<file path="config.mk">
export PLATFORM = sky130hd
export DESIGN_NAME = uart_byte_rx
export DESIGN_NICKNAME = d
export VERILOG_FILES = /design/src/rtl/uart_byte_rx.sv
export SDC_FILE = /design/constraint.sdc
export NUM_CORES = 1
export LEC_CHECK = 0
export BUFFER_PORTS_ARGS = -buffer_cell sky130_fd_sc_hd__buf_2
export CAP_MARGIN = 20
export CORE_MARGIN = 3
export CORE_UTILIZATION = 44
export CTS_BUF_LIST = sky130_fd_sc_hd__clkbuf_4
export DETAILED_ROUTE_END_ITERATION = 10
export PLACE_DENSITY = 0.73
export RECOVER_POWER = 100
export SYNTH_ARGS = -nofsm -noshare
export SYNTH_HDL_FRONTEND = slang
export SYNTH_SLANG_ARGS = --single-unit
</file>
<file path="constraint.sdc">
create_clock -name clk -period 2.4 [get_ports clk]
set_input_delay 0.72 -clock clk [delete_from_list [all_inputs] [get_ports clk]]
set_output_delay 0.72 -clock clk [all_outputs]
set_load 0.02 [all_outputs]
</file>
<file path="src/rtl/uart_byte_rx.sv">
`default_nettype none
// ============================================================================
// Module      : uart_byte_rx
// Description : Oversampling UART byte receiver (8N1, or 8E1 when the
//               UART_BYTE_RX_PARITY_EN macro is defined), mid-bit sampling.
// Revision    : 1.0 - initial release
// ============================================================================
module uart_byte_rx #(
    parameter int CLKS_PER_BIT = 868
) (
    input  logic       clk,
    input  logic       rst_n,
    input  logic       rxd,
    output logic       rx_valid,
    output logic [7:0] rx_byte,
    output logic       frame_err,
    output logic       parity_err
);

    localparam int c_cnt_w = $clog2(CLKS_PER_BIT);
    localparam logic [c_cnt_w-1:0] c_full_last = c_cnt_w'(CLKS_PER_BIT - 1);
    localparam logic [c_cnt_w-1:0] c_half_last = c_cnt_w'(CLKS_PER_BIT / 2 - 1);

`ifdef UART_BYTE_RX_PARITY_EN
    typedef enum logic [2:0] {
        IDLE      = 3'd0,
        START     = 3'd1,
        DATA      = 3'd2,
        PARITY    = 3'd3,
        STOP      = 3'd4,
        WAIT_HIGH = 3'd5
    } state_t;
`else
    typedef enum logic [2:0] {
        IDLE      = 3'd0,
        START     = 3'd1,
        DATA      = 3'd2,
        STOP      = 3'd4,
        WAIT_HIGH = 3'd5
    } state_t;
`endif

    logic               r_sync1;
    logic               r_sync2;
    logic               w_rxd_s;
    state_t             r_state;
    state_t             w_state_nxt;
    logic [c_cnt_w-1:0] r_cnt;
    logic [c_cnt_w-1:0] w_cnt_nxt;
    logic [2:0]         r_idx;
    logic [2:0]         w_idx_nxt;
    logic [7:0]         r_shift;
    logic [7:0]         w_shift_nxt;
    logic [7:0]         r_rx_byte;
    logic [7:0]         w_byte_nxt;
    logic               r_rx_valid;
    logic               w_valid_nxt;
    logic               r_frame_err;
    logic               w_ferr_nxt;
    logic               w_tick;

    // Two-flop synchronizer; resets to the idle (high) line level
    always_ff @(posedge clk or negedge rst_n) begin
        if (!rst_n) begin
            r_sync1 <= 1'b1;
            r_sync2 <= 1'b1;
        end else begin
            r_sync1 <= rxd;
            r_sync2 <= r_sync1;
        end
    end

    assign w_rxd_s = r_sync2;
    assign w_tick  = (r_cnt == c_full_last);

`ifdef UART_BYTE_RX_PARITY_EN
    logic r_par_bad;
    logic w_par_bad_nxt;
    logic r_parity_err;
    logic w_perr_nxt;
`endif

    always_comb begin
        w_state_nxt = r_state;
        w_cnt_nxt   = r_cnt + c_cnt_w'(1);
        w_idx_nxt   = r_idx;
        w_shift_nxt = r_shift;
        w_byte_nxt  = r_rx_byte;
        w_valid_nxt = 1'b0;
        w_ferr_nxt  = 1'b0;
`ifdef UART_BYTE_RX_PARITY_EN
        w_par_bad_nxt = r_par_bad;
        w_perr_nxt    = 1'b0;
`endif
        case (r_state)
            IDLE: begin
                w_cnt_nxt = '0;
                w_idx_nxt = 3'd0;
                if (!w_rxd_s) begin
                    w_state_nxt = START;
                end
            end
            START: begin
                // Re-check the start bit at its centre to reject glitches
                if (r_cnt == c_half_last) begin
                    w_cnt_nxt   = '0;
                    w_idx_nxt   = 3'd0;
                    w_state_nxt = w_rxd_s ? IDLE : DATA;
                end
            end
            DATA: begin
                if (w_tick) begin
                    w_cnt_nxt   = '0;
                    w_shift_nxt = {w_rxd_s, r_shift[7:1]};
                    w_idx_nxt   = r_idx + 3'd1;
                    if (r_idx == 3'd7) begin
`ifdef UART_BYTE_RX_PARITY_EN
                        w_state_nxt = PARITY;
`else
                        w_state_nxt = STOP;
`endif
                    end
                end
            end
`ifdef UART_BYTE_RX_PARITY_EN
            PARITY: begin
                if (w_tick) begin
                    w_cnt_nxt     = '0;
                    w_par_bad_nxt = ^{r_shift, w_rxd_s};
                    w_state_nxt   = STOP;
                end
            end
`endif
            STOP: begin
                if (w_tick) begin
                    w_cnt_nxt = '0;
                    if (!w_rxd_s) begin
                        w_ferr_nxt  = 1'b1;
                        w_state_nxt = WAIT_HIGH;
                    end else begin
                        w_state_nxt = IDLE;
`ifdef UART_BYTE_RX_PARITY_EN
                        if (r_par_bad) begin
                            w_perr_nxt = 1'b1;
                        end else begin
                            w_valid_nxt = 1'b1;
                            w_byte_nxt  = r_shift;
                        end
`else
                        w_valid_nxt = 1'b1;
                        w_byte_nxt  = r_shift;
`endif
                    end
                end
            end
            WAIT_HIGH: begin
                // A held-low break reports once, then waits for the line to idle
                w_cnt_nxt = '0;
                if (w_rxd_s) begin
                    w_state_nxt = IDLE;
                end
            end
            default: begin
                w_cnt_nxt   = '0;
                w_state_nxt = IDLE;
            end
        endcase
    end

    always_ff @(posedge clk or negedge rst_n) begin
        if (!rst_n) begin
            r_state     <= IDLE;
            r_cnt       <= '0;
            r_idx       <= 3'd0;
            r_shift     <= 8'h00;
            r_rx_byte   <= 8'h00;
            r_rx_valid  <= 1'b0;
            r_frame_err <= 1'b0;
        end else begin
            r_state     <= w_state_nxt;
            r_cnt       <= w_cnt_nxt;
            r_idx       <= w_idx_nxt;
            r_shift     <= w_shift_nxt;
            r_rx_byte   <= w_byte_nxt;
            r_rx_valid  <= w_valid_nxt;
            r_frame_err <= w_ferr_nxt;
        end
    end

`ifdef UART_BYTE_RX_PARITY_EN
    always_ff @(posedge clk or negedge rst_n) begin
        if (!rst_n) begin
            r_par_bad    <= 1'b0;
            r_parity_err <= 1'b0;
        end else begin
            r_par_bad    <= w_par_bad_nxt;
            r_parity_err <= w_perr_nxt;
        end
    end

    assign parity_err = r_parity_err;
`else
    assign parity_err = 1'b0;
`endif

    assign rx_valid  = r_rx_valid;
    assign rx_byte   = r_rx_byte;
    assign frame_err = r_frame_err;

endmodule
`default_nettype wire
</file>
Word-level counts from Yosys, hierarchy flattened

Cells that the tools add are included.

Add/subtract/negate cells: 2
Equality and inequality tests: 13
Mux-type cells: 21
Reduce and logical (&&, ||, !) cells: 7

Operator list:

| operator                                        | number |
|---|---|
| two-way mux 3 bit                               | 9 |
| two-way mux 10 bit                              | 2 |
| case mux 10 bit (2 select lines)                | 1 |
| case mux 3 bit (5 select lines)                 | 1 |
| != test 2 bit (second input constant)           | 6 |
| adder 10 x 1 -> 10 bit (second input constant)  | 1 |
| == test 10 bit (second input constant)          | 1 |
| == test 10 x 9 -> 1 bit (second input constant) | 1 |
| == test 3 bit (second input constant)           | 3 |
| case mux 3 bit (3 select lines)                 | 1 |
| two-way mux 1 bit                               | 6 |
| AND reduction 3 bit                             | 2 |
| AND reduction 6 bit                             | 1 |
| adder 3 x 1 -> 3 bit (second input constant)    | 1 |
| == test 3 x 1 -> 1 bit (second input constant)  | 1 |
| == test 3 x 2 -> 1 bit (second input constant)  | 1 |
| logical NOT 3 bit                               | 1 |
| nonzero test 3 bit                              | 1 |
| two-way mux 2 bit                               | 1 |
| AND reduction 2 bit                             | 1 |
| OR reduction 2 bit                              | 1 |

Word-level logic and storage cells: 52
Register bits: 36
Bits of input ports: 3

Logic depth before layout (Yosys ltp)

Gate-level depths: netlist (run 1).

Depth after elaboration: 4
Depth in mapped cells: 6
Depth with buffers taken out: 6

Worst setup path after synthesis (run 1)

OpenSTA, ideal clock, no wires.

Path kind: register to register
Start: register r_cnt[0]
End: register r_rx_byte[0], in the netlist rx_byte[0]
Data required time: 2.275 ns
Path buffers: 1
Arrival: 1.656 ns
Setup slack: 0.619 ns
Clock period less this slack: 1.781 ns
Cell stages (with the launch flop): 7
Cells stage by stage: dfrtp_1 -> ha_1 -> and4bb_2 -> and3_1 -> buf_6 -> nand4b_4 -> mux2_2

Cells in the longest elaborated chain, start to end: 2

RTL lines:

| what                                 | line | source |
|---|---|---|
| from (decl)                          | 48   | `logic [c_cnt_w-1:0] r_cnt;` |
| from (signal assigned)               | 181  | `r_cnt <= w_cnt_nxt;` |
| == test 10 bit                       | 74   | `assign w_tick = (r_cnt == c_full_last);` |
| AND reduction 3 bit (no source line) | n/a  |  |
| to (signal assigned)                 | 184  | `r_rx_byte <= w_byte_nxt;` |
| to (decl)                            | 54   | `logic [7:0] r_rx_byte;` |

No other way between the ends.
A chain may end at the register's enable or synchronous reset.

Final worst setup path (run 1)

Start: register r_cnt[1]
End: register r_cnt[6]

Cells in the longest elaborated chain, start to end: 3
Elaborated cells between the ends (all ways): 6
Classes of those cells: add/sub: 1; eq/ne: 2; mux: 3

RTL lines:

| what                                                 | line          | source |
|---|---|---|
| adder 10 x 1 -> 10 bit, or another cell as far along | 85            | `w_cnt_nxt = r_cnt + c_cnt_w'(1);` |
| two-way mux 10 bit (on tied branches)                | 112, 135, 105 |  |
| case mux 10 bit (2 select lines) *                   | 95            | `case (r_state)` |
| net w_cnt_nxt[6]                                     | 49            | `logic [c_cnt_w-1:0] w_cnt_nxt;` |

The timed path passes the listed nets; every way through them passes the cells marked *.

==> impl_metrics.tcl, run 1 <==
set metrics [dict create \
    wl_met3_microns 110 \
    rows 21 \
    die_height_microns 67.0 \
    synth.top_cell.area_share_pct 51.9 \
    h-tree-depth 2 \
    gp_congestion 0.826 \
    start_util_pct 47.2 \
    grt_overflow 0 \
    fin_skew_ps 8.08 \
    viasPerCell 5.39 \
    drv_cap 0 \
    grt_pass1_wl_mm 4.66 \
    synth_edf_count 0 \
    dr_wl_met2_mm 1.24 \
    leakagePower_nw 0.904 \
    worstSetupPathType "reg -> reg" \
    hold_violations 0 \
    port_buffers 12 \
    syn_area_per_cell_sq_um 12.7 \
    cts_tree "yes" \
    final_layout_size_suffix_gt1_share_pct 23.3 \
    reg2regPathDepth 6 \
    ant_nets 0 \
    power_uw 949 \
    ys.warnings.count 0 \
    nFillCells 325 \
    synth_fp_nets 136 \
    synth-seq-cells 36 \
    dr_total_vias 1034 \
    syn_inst 129 \
    num_antenna_cells 0 \
    fin_crit_sh_pct 80.3 \
    nNetsFinal 152 \
    dieArea_sq_um 4490 \
    post_cts_buffers 0 \
    cts.root.buffer_cell "clkbuf_4" \
    holdBufCountCts 0 \
    outcome "complete, no violations" \
    synth_cell_types 36 \
    hp-class "reg -> reg" \
    die_x_microns 67.0 \
    firstDrtPassIters 5 \
    grtUsageTotal_pct 14.3 \
    area_growth_pct 8.17 \
    crit_required_ps 2600 \
    synth_seq_area_share_pct 55.2 \
    synth_area_sq_um 1640 \
    clockBufferDepth 2 \
    drc 0 \
    wirelength_mm 2.72 \
    post-route-min-period_ps 1930 \
    path_max_fanout 10 \
    grt_max_degree 37 \
    start_kind "flip-flop" \
    highest_layer "met4" \
    drt_iter0_drc 37 \
    cp-end-kind "flip-flop" \
    async_reset_ff_share_pct 100 \
    worst_pin_slew_ps 771 \
    antenna_found_initial 0 \
    hpwl_mm 1.88 \
    fin_setup_tns_ps 0 \
    clk_pin_slew_worst_paths_ps 110 \
    drv_slew 0 \
    wl_per_cell_microns 14.2 \
    clkLatencyLatePin_ps 340 \
    rsz0062_at_grt "false" \
    max_freq_mhz 519 \
    maxSlewHeadroom_pct 48.6 \
    synth.area.top_cells "dfrtp_1, mux2_2, nor2_1" \
    synth_top_flop_cell "dfrtp_1" \
    setup-violations-final 0 \
    met1_length_mm 1.24 \
    grt_pass1_vias 1031 \
    power_density_nw_per_um2 536 \
    ir_drop_uv 331 \
    clkSinkCount 36 \
    synth_area_leader_cell "dfrtp_1" \
    cp.arrival_ps 2130 \
    core-area_sq_um 3470 \
    cts_resized 0 \
    num_io_pins 14 \
    cts_buffers 5 \
    min_path_cells 0 \
]
-- layer usage --
metal  global-route usage [%]  vias to the layer above
li1                         -                      484
met2                     22.1                       33
met1                     17.2                      502
met3                     3.54                       15
met4                     10.1                        0
met5                        0                        -
-- report_power, final --
part	switching, mW	internal [mW]
registers	0.00182	0.609
clock network	0.200	0.123
logic	0.0135	0.00167
total	0.215	0.734
-- cells in the final DEF, fill, tap and decap left out --
| cell | Yosys | routed |
|---|---|---|
| ha_1 | 4 | 4 |
| a311oi_1 | 1 | 1 |
| clkinvlp_4 | 0 | 1 |
| and3_1 | 1 | 1 |
| clkbuf_4 | 0 | 6 |
| and4bb_1 | 0 | 1 |
| clkbuf_1 | 1 | 10 |
| o41ai_1 | 1 | 1 |
| xor2_1 | 2 | 2 |
| or2_2 | 1 | 1 |
| xnor2_1 | 6 | 6 |
| dfstp_2 | 2 | 2 |
| nor3_1 | 4 | 4 |
| buf_2 | 0 | 2 |
| inv_1 | 3 | 3 |
| o2bb2ai_1 | 1 | 1 |
| clkinv_1 | 0 | 1 |
| nor2_1 | 15 | 15 |
| and2_1 | 2 | 2 |
| o21bai_1 | 1 | 1 |
| nand3_1 | 4 | 4 |
| a22o_1 | 2 | 2 |
| mux2_2 | 17 | 17 |
| nand4b_4 | 1 | 1 |
| a32o_1 | 2 | 2 |
| nor2b_1 | 2 | 2 |
| and2_0 | 0 | 1 |
| and3_2 | 1 | 1 |
| nand4_1 | 2 | 2 |
| conb_1 | 1 | 1 |
| o21ai_0 | 2 | 2 |
| o21ai_1 | 0 | 1 |
| a31oi_1 | 1 | 1 |
| nand2_1 | 6 | 6 |
| nand4_4 | 1 | 1 |
| dfrtp_1 | 34 | 34 |
| nor3b_4 | 2 | 2 |
| nor4bb_1 | 1 | 1 |
-- cells in the mapped netlist, drive strengths merged, types with 2 or more instances --
| cell | count |
|---|---|
| a32o | 2 |
| a22o | 2 |
| dfrtp | 34 |
| nand3 | 4 |
| nand4 | 3 |
| inv | 3 |
| nand2 | 6 |
| o21ai | 3 |
| dfstp | 2 |
| buf | 2 |
| nor3 | 4 |
| and3 | 2 |
| nor2b | 2 |
| xnor2 | 6 |
| xor2 | 2 |
| ha | 4 |
| nor2 | 15 |
| and2 | 3 |
| nor3b | 2 |
| mux2 | 17 |
-- cell type report --
type	count	area, sq um	area share (%)
Tap cell	46	57.6	3.25
Clock inverter	2	11.3	0.636
Inverter	3	11.3	0.636
Sequential cell	36	903	51.0
Timing Repair Buffer	12	47.5	2.68
Clock buffer	6	45.0	2.54
Multi-Input combinational cell	87	696	39.3
-- worst max-delay path: stages (launching register included) --
cell	delay, ps
dfrtp_1	410
inv_1	60
ha_1	120
nor4bb_1	330
a311oi_1	140
o21ai_1	590
nor3_1	130
-- state kept, by name (all words and copies together) (netlist names) --
signal and count:
r_idx 3, rx_byte 8, r_sync2 1, r_shift 8
r_state 3, frame_err 1, rx_valid 1, r_cnt 10
r_sync1 1
-- final timing paths --
check	startpoint	endpoint	slack [ps]
hold / removal	r_sync1$_DFF_PN1_	r_sync2$_DFF_PN1_	360
max in group asynchronous	rst_n	r_cnt[2]$_DFF_PN0_	1470
hold reg to reg	r_sync1$_DFF_PN1_	r_sync2$_DFF_PN1_	360
min in group asynchronous	rst_n	r_shift[1]$_DFFE_PN0P_	440
setup / recovery	r_cnt[1]$_DFF_PN0_	r_cnt[6]$_DFF_PN0_	470
setup reg to reg	r_cnt[1]$_DFF_PN0_	r_cnt[6]$_DFF_PN0_	470
-- stage by stage --
stage          cell area [sq um]  cells  hold WS [ps]  setup WS, ps  utilization (%)
6_report                    1770    192           362           473             51.1
5_1_grt                     1770    192           372           260             51.1
4_1_cts                     1790    192           363           479             51.6
3_5_place_dp                1730    184           347           498             50.0
3_3_place_gp                1730    184           346           574             50.0
2_1_floorplan               1640    129           345           619                -
-- cell families after synthesis --
logic type / after synthesis / synth area share [%]
fa+ha+maj: 4 / 3.06
compound gates: 12 / 5.88
flops: 36 / 55.2
xor+xnor: 8 / 4.28
buf+inv: 6 / 2.06
simple gates: 45 / 17.6
mux: 17 / 11.7
other cells: 1 / 0.229
(Power assumes the default switching activity.)
==> inputs of run 2 (changes only) <==
ABC_AREA = 1   (was unset)
PLACE_DENSITY = 0.72   (was 0.73)
clock period = 1.9 ns   (was 2.4 ns; I/O delays follow)
==> impl_metrics.tcl, run 2 <==
set metrics [dict create \
    fin_setup_tns_ps 0 \
    synth_seq_area_share_pct 48.9 \
    final_layout_size_suffix_gt1_share_pct 13.2 \
    hold_violations 0 \
    fin_util_pct 49.8 \
    power_density_nw_per_um2 624 \
    syn_inst 209 \
    dieArea_sq_um 5010 \
    gp_congestion 0.827 \
    ys.warnings.count 0 \
    syn_area_per_cell_sq_um 8.83 \
    final_common_cell "nand2_1" \
    num_io_pins 14 \
    power_mw 1.20 \
    synth.top_cell.area_share_pct 46.1 \
    hpwl_mm 2.39 \
    drv_slew 0 \
    largest_reg_flops 10 \
    synth-seq-cells 36 \
    firstDrtPassIters 4 \
    grt_pass1_vias 1263 \
    synth_area_sq_um 1850 \
    synth_cell_types 29 \
    mostFrequentLayoutCells "nand2_1, dfrtp_1, nor2_1" \
    viasPerCell 4.92 \
    dr_total_vias 1353 \
    outcome "complete, no violations" \
    grt_pass1_wl_mm 5.53 \
    wirelength_mm 3.16 \
    grtUsageTotal_pct 13.5 \
    grt_max_degree 20 \
    reg2regPathDepth 8 \
    multi_input_comb_area_sq_um 749 \
    max_freq_mhz 634 \
    hp-class "in -> async" \
    rows 22 \
    post_cts_buffers 0 \
    ir_drop_uv 617 \
    leakagePower_nw 0.932 \
    post-route-min-period_ps 1580 \
    wl_per_cell_microns 11.5 \
    port_buffers 12 \
    synth_edf_count 0 \
    cts_resized 0 \
    worst_pin_slew_ps 906 \
    path_max_fanout 9 \
    synth_area_leader_cell "dfrtp_1" \
    grt_overflow 0 \
    die_x_microns 70.8 \
    clkSinkCount 36 \
    dp_cells 267 \
    start_util_pct 47.9 \
    core-area_sq_um 3850 \
    antenna_found_initial 0 \
    async_reset_ff_share_pct 100 \
    clk_pin_slew_worst_paths_ps 110 \
    cp-end-kind "flip-flop" \
    h-tree-depth 2 \
    drc 0 \
    cts_buffers 5 \
    cts.root.buffer_cell "clkbuf_4" \
    clockBufferDepth 2 \
    cts_tree "yes" \
    die_height_microns 70.8 \
    area_growth_pct 4.00 \
    regMostFlops "r_cnt" \
    cp.arrival_ps 1780 \
    synth_top_flop_cell "dfrtp_1" \
    setup-violations-final 0 \
    clkLatencyLatePin_ps 330 \
    num_antenna_cells 0 \
    drt_iter0_drc 88 \
    holdBufCountCts 0 \
    start_kind "flip-flop" \
    synthTopCellsByCount "nand2_1, dfrtp_1, nor2_1" \
    fin_skew_ps 11.9 \
    rsz0062_at_grt "false" \
    synth.area.top_cells "dfrtp_1, nand2_1, o21ai_2" \
    ant_nets 0 \
    synth_fp_nets 216 \
    worstSetupPathType "reg -> reg" \
    finalNonFillerCells 275 \
    nNetsFinal 233 \
    yosysMostFrequentCell "nand2_1" \
    crit_required_ps 2100 \
    fin_crit_sh_pct 83.0 \
    seqCellArea_sq_um 903 \
    maxSlewHeadroom_pct 39.6 \
    drv_cap 0 \
    nFillCells 400 \
]
## run 2: changes by cell type after synthesis, moves of 4 or more
| cell | previous run | this run |
|---|---|---|
| inv_1 | 3 | 22 |
| mux2_2 | 17 | 0 |
| nand2_1 | 6 | 54 |
| nand3_1 | 4 | 11 |
| nor2_1 | 15 | 27 |
| nor2_2 | 0 | 4 |
| o21ai_2 | 1 | 15 |
| xnor2_1 | 6 | 1 |
## run 2: path summary, 6_finish.rpt
path                       slack [ps]               start                     end
hold reg to reg                   360   r_sync1$_DFF_PN1_       r_sync2$_DFF_PN1_
setup / recovery                  320  r_cnt[0]$_DFF_PN0_      r_cnt[7]$_DFF_PN0_
min in group clk                  340                 rxd       r_sync1$_DFF_PN1_
hold / removal                    340               rst_n  rx_byte[6]$_DFFE_PN0P_
setup reg to reg                  320  r_cnt[0]$_DFF_PN0_      r_cnt[7]$_DFF_PN0_
max in group asynchronous         560               rst_n  r_shift[0]$_DFFE_PN0P_
## run 2: per-layer routing
| layer | up-vias | global-route usage, % | part of all wire (%) |
|---|---|---|---|
| met2 | 15 | 20.6 | 45 |
| met3 | 4 | 4.26 | 3.1 |
| met1 | 642 | 19.1 | 51 |
| li1 | 692 | - | - |
| met5 | - | 0 | 0 |
| met4 | 0 | 2.71 | 0.85 |
## run 2: area by class of cell
type / instances / area share [%]
inverters: 26 / 5.08
flip-flops and latches: 36 / 47.1
clock buffers: 7 / 2.74
clock inverters: 1 / 0.261
repair buffers: 13 / 2.67
well taps: 48 / 3.13
multi-input cells: 144 / 39.0
## run 2: critical path: stages, from the launching register on
cell and delay (ps):
dfrtp_1 400, ha_1 220, nand2_1 90, nor2_1 90, nand3_1 80, nand2_1 200
nand2_4 70, inv_1 230, nor2_1 90
## run 2: power breakdown
part	switching, mW	total, mW	internal [mW]	leakage [nW]
combinational	0.0174	0.0197	0.00231	0.415
sequential	0.00170	0.771	0.770	0.481
clock	0.233	0.406	0.173	0.0361
## run 2: cells by family after synthesis
group / synth area share, %
AOI/OAI and AO/OA: 9.83
xor gates and xnor gates: 1.42
adders and majority gates: 2.71
buffers and inverters: 7.05
DFF: 48.9
other: 0.203
and+or+nand+nor: 29.8
## run 2: metrics by stage
| stage | worst slack, ps | instance area [sq um] | hold WS (ps) |
|---|---|---|---|
| global route | 137 | 1920 | 314 |
| floorplan | 531 | 1850 | 274 |
| CTS | 299 | 2010 | 167 |
| finish | 323 | 1920 | 338 |
| global placement | 366 | 1960 | 349 |
| detailed placement | 324 | 1960 | 349 |
